==> src/rtl/multicycle_mem_port.sv <==
// Memory-access sequencer: turns one control-path request into one
// byte-lane-aligned bus cycle with a ready handshake, and returns extended load data.
// Optional MEM_PORT_TIMEOUT_EN adds an ACCESS watchdog that reports bus_error.
module multicycle_mem_port #(
    parameter int TIMEOUT_CYCLES = 255
) (
    input  logic        clock,
    input  logic        reset,
    input  logic        req_valid,
    input  logic        req_write,
    input  logic [31:0] req_addr,
    input  logic [2:0]  req_funct3,
    input  logic [31:0] req_wdata,
    output logic        stall,
    output logic        resp_valid,
    output logic [31:0] rdata,
    output logic        misaligned,
    output logic        bus_error,
    output logic [31:0] bus_addr,
    output logic [31:0] bus_wdata,
    output logic [3:0]  bus_byte_enable,
    output logic        bus_read_enable,
    output logic        bus_write_enable,
    input  logic        bus_ready,
    input  logic [31:0] bus_rdata
);

    typedef enum logic [1:0] {
        IDLE   = 2'd0,
        ACCESS = 2'd1,
        DONE   = 2'd2
    } state_t;

    state_t      state;
    logic        write_q;
    logic [2:0]  funct3_q;
    logic [1:0]  lane_q;

    logic        req_is_b;
    logic        req_is_h;
    logic        req_misaligned;
    logic [3:0]  req_be;
    logic [31:0] req_lane_wdata;

    logic        ld_is_b;
    logic        ld_is_h;
    logic [31:0] ld_shifted;
    logic [31:0] ld_value;

`ifdef MEM_PORT_TIMEOUT_EN
    localparam int CW = $clog2(TIMEOUT_CYCLES + 1);
    logic [CW-1:0] wait_cnt;
    logic          err_q;
    assign bus_error = err_q;
`else
    logic unused_timeout_cfg;
    assign unused_timeout_cfg = (TIMEOUT_CYCLES >= 1);
    assign bus_error = 1'b0;
`endif

    assign stall = ((state == IDLE) && req_valid) || (state == ACCESS);

    // Decode request size into alignment check, byte lanes and replicated store data
    always_comb begin
        req_is_b       = (req_funct3 == 3'b000) || (req_funct3 == 3'b100);
        req_is_h       = (req_funct3 == 3'b001) || (req_funct3 == 3'b101);
        req_misaligned = 1'b0;
        req_be         = 4'b1111;
        req_lane_wdata = req_wdata;
        if (req_is_b) begin
            req_be         = 4'b0001 << req_addr[1:0];
            req_lane_wdata = {4{req_wdata[7:0]}};
        end else if (req_is_h) begin
            req_misaligned = req_addr[0];
            req_be         = 4'b0011 << req_addr[1:0];
            req_lane_wdata = {2{req_wdata[15:0]}};
        end else begin
            req_misaligned = (req_addr[1:0] != 2'b00);
        end
    end

    // Pick the addressed lane of the returned word and extend it
    always_comb begin
        ld_is_b    = (funct3_q == 3'b000) || (funct3_q == 3'b100);
        ld_is_h    = (funct3_q == 3'b001) || (funct3_q == 3'b101);
        ld_shifted = bus_rdata >> {lane_q, 3'b000};
        ld_value   = bus_rdata;
        if (ld_is_b) begin
            ld_value = {{24{ld_shifted[7] & ~funct3_q[2]}}, ld_shifted[7:0]};
        end else if (ld_is_h) begin
            ld_value = {{16{ld_shifted[15] & ~funct3_q[2]}}, ld_shifted[15:0]};
        end
    end

    // Sequencer FSM with registered bus and response outputs
    always_ff @(posedge clock or posedge reset) begin
        if (reset) begin
            state            <= IDLE;
            write_q          <= 1'b0;
            funct3_q         <= 3'b000;
            lane_q           <= 2'b00;
            resp_valid       <= 1'b0;
            misaligned       <= 1'b0;
            rdata            <= 32'h0;
            bus_addr         <= 32'h0;
            bus_wdata        <= 32'h0;
            bus_byte_enable  <= 4'h0;
            bus_read_enable  <= 1'b0;
            bus_write_enable <= 1'b0;
`ifdef MEM_PORT_TIMEOUT_EN
            wait_cnt         <= '0;
            err_q            <= 1'b0;
`endif
        end else begin
            resp_valid <= 1'b0;
            misaligned <= 1'b0;
`ifdef MEM_PORT_TIMEOUT_EN
            err_q      <= 1'b0;
`endif
            unique case (state)
                IDLE: begin
                    if (req_valid) begin
                        write_q  <= req_write;
                        funct3_q <= req_funct3;
                        lane_q   <= req_addr[1:0];
                        if (req_misaligned) begin
                            state      <= DONE;
                            resp_valid <= 1'b1;
                            misaligned <= 1'b1;
                            rdata      <= 32'h0;
                        end else begin
                            state            <= ACCESS;
                            bus_addr         <= {req_addr[31:2], 2'b00};
                            bus_wdata        <= req_lane_wdata;
                            bus_byte_enable  <= req_be;
                            bus_read_enable  <= ~req_write;
                            bus_write_enable <= req_write;
`ifdef MEM_PORT_TIMEOUT_EN
                            wait_cnt         <= '0;
`endif
                        end
                    end
                end
                ACCESS: begin
                    if (bus_ready) begin
                        if (!write_q) begin
                            rdata <= ld_value;
                        end
                        state            <= DONE;
                        resp_valid       <= 1'b1;
                        bus_byte_enable  <= 4'h0;
                        bus_read_enable  <= 1'b0;
                        bus_write_enable <= 1'b0;
                    end
`ifdef MEM_PORT_TIMEOUT_EN
                    else if (wait_cnt == CW'(TIMEOUT_CYCLES - 1)) begin
                        state            <= DONE;
                        resp_valid       <= 1'b1;
                        err_q            <= 1'b1;
                        rdata            <= 32'h0;
                        bus_byte_enable  <= 4'h0;
                        bus_read_enable  <= 1'b0;
                        bus_write_enable <= 1'b0;
                    end else begin
                        wait_cnt <= wait_cnt + 1'b1;
                    end
`endif
                end
                DONE: begin
                    state <= IDLE;
                end
                default: begin
                    state <= IDLE;
                end
            endcase
        end
    end

endmodule

==> config.mk <==
export PLATFORM = sky130hd
export DESIGN_NAME = multicycle_mem_port
export DESIGN_NICKNAME = d
export VERILOG_FILES = /design/src/rtl/multicycle_mem_port.sv
export SDC_FILE = /design/constraint.sdc
export NUM_CORES = 1
export LEC_CHECK = 0
export CORE_ASPECT_RATIO = 2
export CORE_MARGIN = 1.5
export CORE_UTILIZATION = 39
export DETAILED_ROUTE_END_ITERATION = 12
export PLACE_DENSITY = 0.78
export SYNTH_ARGS = -nofsm -noshare
export SYNTH_HDL_FRONTEND = slang
export SYNTH_SLANG_ARGS = --single-unit
==> constraint.sdc <==
create_clock -name clock -period 3.7 [get_ports clock]
set_input_delay 0.74 -clock clock [delete_from_list [all_inputs] [get_ports clock]]
set_output_delay 0.74 -clock clock [all_outputs]
set_load 0.005 [all_outputs]
### Word-level counts from Yosys, hierarchy flattened

Index checks and enable logic that the tools add are counted.

* output and inout bits: 106
* register bits: 110
* input bits: 104
* logic and storage cells: 81

* shift-type cells: 3
* reduce and logical (&&, ||, !) cells: 16
* bitwise logic cells: 5
* eq/ne operators: 12
* muxes and demuxes: 33

Operator list (count)
* 32-bit two-way mux: 8
* 32-bit one-hot mux with 2 select lines: 1
* 32-bit by 5-bit >> shifter with 16-bit output: 1
* 4-bit two-way mux: 5
* 3-bit == test, second input constant: 4
* 1-bit two-way mux: 11
* 2-bit inequality test, second input constant: 5
* 4-bit one-hot mux with 2 select lines: 1
* 3-bit by 1-bit == test with 1-bit output, second input constant: 2
* 3-bit zero test: 2
* 2-bit two-way mux: 3
* 1-bit one-hot mux with 2 select lines: 3
* 1-bit logical OR: 5
* 5-bit AND reduction: 1
* 2-bit one-hot mux with 2 select lines: 1
* 2-bit AND reduction: 2
* 4-bit AND reduction: 1
* 2-bit nonzero test: 2
* 1-bit by 2-bit << shifter with 4-bit output, first input constant: 1
* 2-bit by 2-bit << shifter with 4-bit output, first input constant: 1
* 1-bit inverter: 3
* 3-bit AND reduction: 1
* 1-bit bitwise AND: 2
* 2-bit by 1-bit == test with 1-bit output, second input constant: 1
* other kinds (2): 2

### Depth between registers and ports, before layout

* depth in word-level cells: 7
* depth in mapped cells: 9
* mapped depth without buffers: 7

### Least setup slack after synthesis

No wires, ideal clock.

* path kind: input -> register
* start: input port req_addr[0]
* end: register rdata[31]
* setup time: 0.069 ns
* cell stages on the path: 9
* setup slack: 1.681 ns
* data required time: 3.631 ns
* data arrival time: 1.950 ns
* buffers on the path: 2
* cell sequence: inv_1 ha_1 nand2b_1 a21oi_1 o21ai_1 buf_2 buf_2 nand2_1 nand3_1

* word-level cells in the longest chain between the ends: 5

RTL lines
* start, declared: line 11 `input logic [31:0] req_addr,`
* 2-bit nonzero test: line 78 `req_misaligned = (req_addr[1:0] != 2'b00);`
* 1-bit two-way mux *: line 73 `end else if (req_is_h) begin`
* 1-bit two-way mux *: line 70 `if (req_is_b) begin`
* 2-bit inequality test (no line) *
* 5-bit AND reduction (no line) *
* end signal, assigned: line 147 `rdata <= ld_value;`
* end, declared: line 16 `output logic [31:0] rdata,`

Mark *: on every way between the ends. The rest lies on a longest branch, timed or not.
A chain may end at the register's enable or synchronous reset.

### Worst setup path in the final report

* start: input port req_valid
* end: output port stall

* word-level cells in the longest chain between the ends: 2

RTL lines
* start, declared: line 9 `input logic req_valid,`
* 1-bit logical AND: line 61 `assign stall = ((state == IDLE) && req_valid) || (state == ACCESS);`
* 1-bit logical OR: line 61
* end, declared: line 14 `output logic stall,`

No other way between the ends.

==> impl_metrics.toml <==
[clock_tree]
cts_root_buf = "clkbuf_16"
path_clk_slew_ns = 0.07
cts_resized = 0
cts_max_level = 3
cts.path.max_buffers = 2
cts_tree = "done"
insertion_delay_ns = 0.35
ctsHoldBuffers = 0
cts_sinks = 110
cts_made_buffers = 9
post_cts_buffers = 0

[detailed_routing]
drtPass1Iterations = 7
vias = 4854
detail-route-antenna-nets = 0
wl_per_cell_um = 17.5
drtIter0Drc = 203
drt_wl_total_um = 16100
route.detailed.drc = 0
route.detailed.vias_per_inst = 5.28

[global_routing]
grt_max_degree = 91
overflow = 0
antenna_found_initial = 1
grt_pass1_wl_um = 25300
track_usage_pct = 23.2
grt_pass1_vias = 5024

[run]
drv_cap = 0

[worst_setup_path]
rr_startpoint = "lane_q[1]$_DFFE_PP0P_"
critPathMaxFanout = 2
startpoint = "req_valid"
reg2reg_depth = 5
reg2reg_slack_ns = 1.43
cp.required_ns = 2.96
timing.rr.end = "rdata[10]$_DFFE_PP0P_"
end_kind = "primary output"
setup.worst_path.start_class = "primary input"
path_class = "primary input to primary output"
worstPathArrival_ns = 1.91

[synth]
postSynth.asyncResetShare_pct = 100
synth_edf_count = 0
synth_warnings = 0
synth_area_um2 = 5130
ys_types = 40
syn_avg_cell_area_um2 = 8.96
seq_area_frac_synth_pct = 53.6
synth_ff_type = "dfrtp_1"
synth_seq_cells = 110
synth_cells = 573

[timing]
hold_viol_final = 0
worst_slew_pin_slew_ns = 0.858
setup_ws_ns = 1.05
slew_viol_final = 0
max_slew_margin_pct = 42.6
skew_ns = 0.00517
fmax_mhz = 378
grt_setup_unrepaired = "no"
setup_viol = 0
tns_ns = 0
final.min_clock_period_ns = 2.65
final.period_utilization_pct = 71.6

[die]
die_w_um = 84.1
start_util_pct = 39.7
coreArea_um2 = 12900
die-area_um2 = 13900
fp.dieH_um = 165
ios = 210
rows = 59

[placed_design]
gp_congestion = 0.912
placed_area_um2 = 7290
dp_slack_ns = 0.697
portBuffers = 206
post-dp-hpwl_um = 12200

[layout]
final_util_pct = 58.9
nFillCells = 1092
area_growth_pct = 48.2
fin_nets = 869
layout-drive-gt1-share_pct = 4.70
design_area_um2 = 7610

[power]
power_density_nw_per_um2 = 638
vdd_drop_max_mv = 0.341
leakage_nw = 3.56
power_w = 0.00485

[run_status]
outcome = "finished clean"

[hold_path]
hold_start = "rdata[5]$_DFFE_PP0P_"
hold_path_end = "rdata[5]$_DFFE_PP0P_"
hold_path.class = "flop to flop"
holdPathStages = 2
==> worst max-delay path: stages <==
cell and delay (ns):
clkdlybuf4s50_1 0.48, nor2_1 0.04, nor2_1 0.09, clkdlybuf4s50_1 0.55
==> worst max-delay path by stage <==
stage / end / slack, ns / depth (start not counted)
6_report: stall / 1.05 / 4
5_1_grt: bus_write_enable$_DFFE_PP0P_ / 0.88 / 9
4_1_cts: stall / 1.04 / 4
3_5_place_dp: bus_write_enable$_DFFE_PP0P_ / 0.70 / 9
3_3_place_gp: rdata[12]$_DFFE_PP0P_ / 0.87 / 9
2_1_floorplan: bus_addr[10]$_DFFE_PP0P_ / 0.06 / 1
==> logic make-up after synthesis <==
group	share of synthesized area [%]
adder cells (fa/ha/maj)	0.975
AO/OA/AOI/OAI	12.4
flip-flops	53.6
other	0.0730
buffers and inverters	4.34
AND/OR/NAND/NOR	21.3
multiplexers	7.36
==> flip-flops by register name (all words and copies together), names as in the netlist <==
signal / cells
misaligned: 1
lane_q: 2
funct3_q: 3
bus_wdata: 32
rdata: 32
bus_read_enable: 1
resp_valid: 1
write_q: 1
bus_byte_enable: 4
state: 2
bus_write_enable: 1
bus_addr: 30
==> through the flow <==
step	instances	hold slack (ns)
after floorplan	575	0.463
after global placement	902	0.453
after detailed placement	902	0.465
after CTS	918	0.481
after global routing	919	0.507
final	919	0.478
==> Yosys cell counts, types with 2 or more instances <==
library cell  number  share of area, %
o22ai_1            2              0.24
nor2_1            28               2.0
a22o_1             5              0.85
mux2_2             4              0.88
buf_6              2              0.44
dfrtp_1          110                54
o221ai_1           7               1.2
inv_1              9              0.66
a211oi_1           3              0.44
a31o_2             2              0.34
nand2_1          210                15
nand2b_1           6              0.73
mux2i_1           31               6.0
clkbuf_1          16               1.2
nor2b_1            3              0.37
a21oi_1           28               2.7
ha_1               4              0.97
a21o_1             6              0.88
nand3b_1           3              0.44
buf_4              3              0.44
o211ai_1           2              0.29
buf_2             16               1.6
nand3_1           17               1.7
o21ai_0           40               3.9
==> final cells by class <==
type / count / area, µm² / share of cell area, %
Clock inverter: 7 / 91.3 / 1.20
Timing Repair Buffer: 213 / 2140 / 28.1
Inverter: 9 / 36.3 / 0.477
Antenna cell: 1 / 2.50 / 0.0329
Tap cell: 152 / 190 / 2.50
Sequential cell: 110 / 2750 / 36.2
Multi-Input combinational cell: 418 / 2170 / 28.5
Clock buffer: 9 / 225 / 2.96
==> per-layer routing <==
layer | up-vias | GRT usage (%) | share of wire, %
met1 | 2307 | 23.7 | 34
met4 | 0 | 14.6 | 6.1
met3 | 55 | 4.47 | 5.0
met5 | - | 0 | 0
met2 | 213 | 42.8 | 55
li1 | 2279 | - | -
==> power by group <==
group          internal, W  leakage, nW  switching (W)  total, W
sequential         0.00164         1.40       0.000345   0.00198
clock             0.000541        0.151       0.000475   0.00102
combinational      0.00110         2.02       0.000755   0.00186
==> cells in the final DEF (no fill, tap or decap), drive strengths merged, types with 9 or more instances in the layout <==
| cell | netlist | layout |
|---|---|---|
| a21oi | 29 | 29 |
| clkbuf | 16 | 9 |
| clkdlybuf4s50 | 0 | 206 |
| dfrtp | 110 | 110 |
| inv | 9 | 11 |
| mux2i | 31 | 31 |
| nand2 | 210 | 210 |
| nand3 | 17 | 17 |
| nor2 | 28 | 28 |
| o21ai | 41 | 41 |
Power figures use the tool's default switching activity.
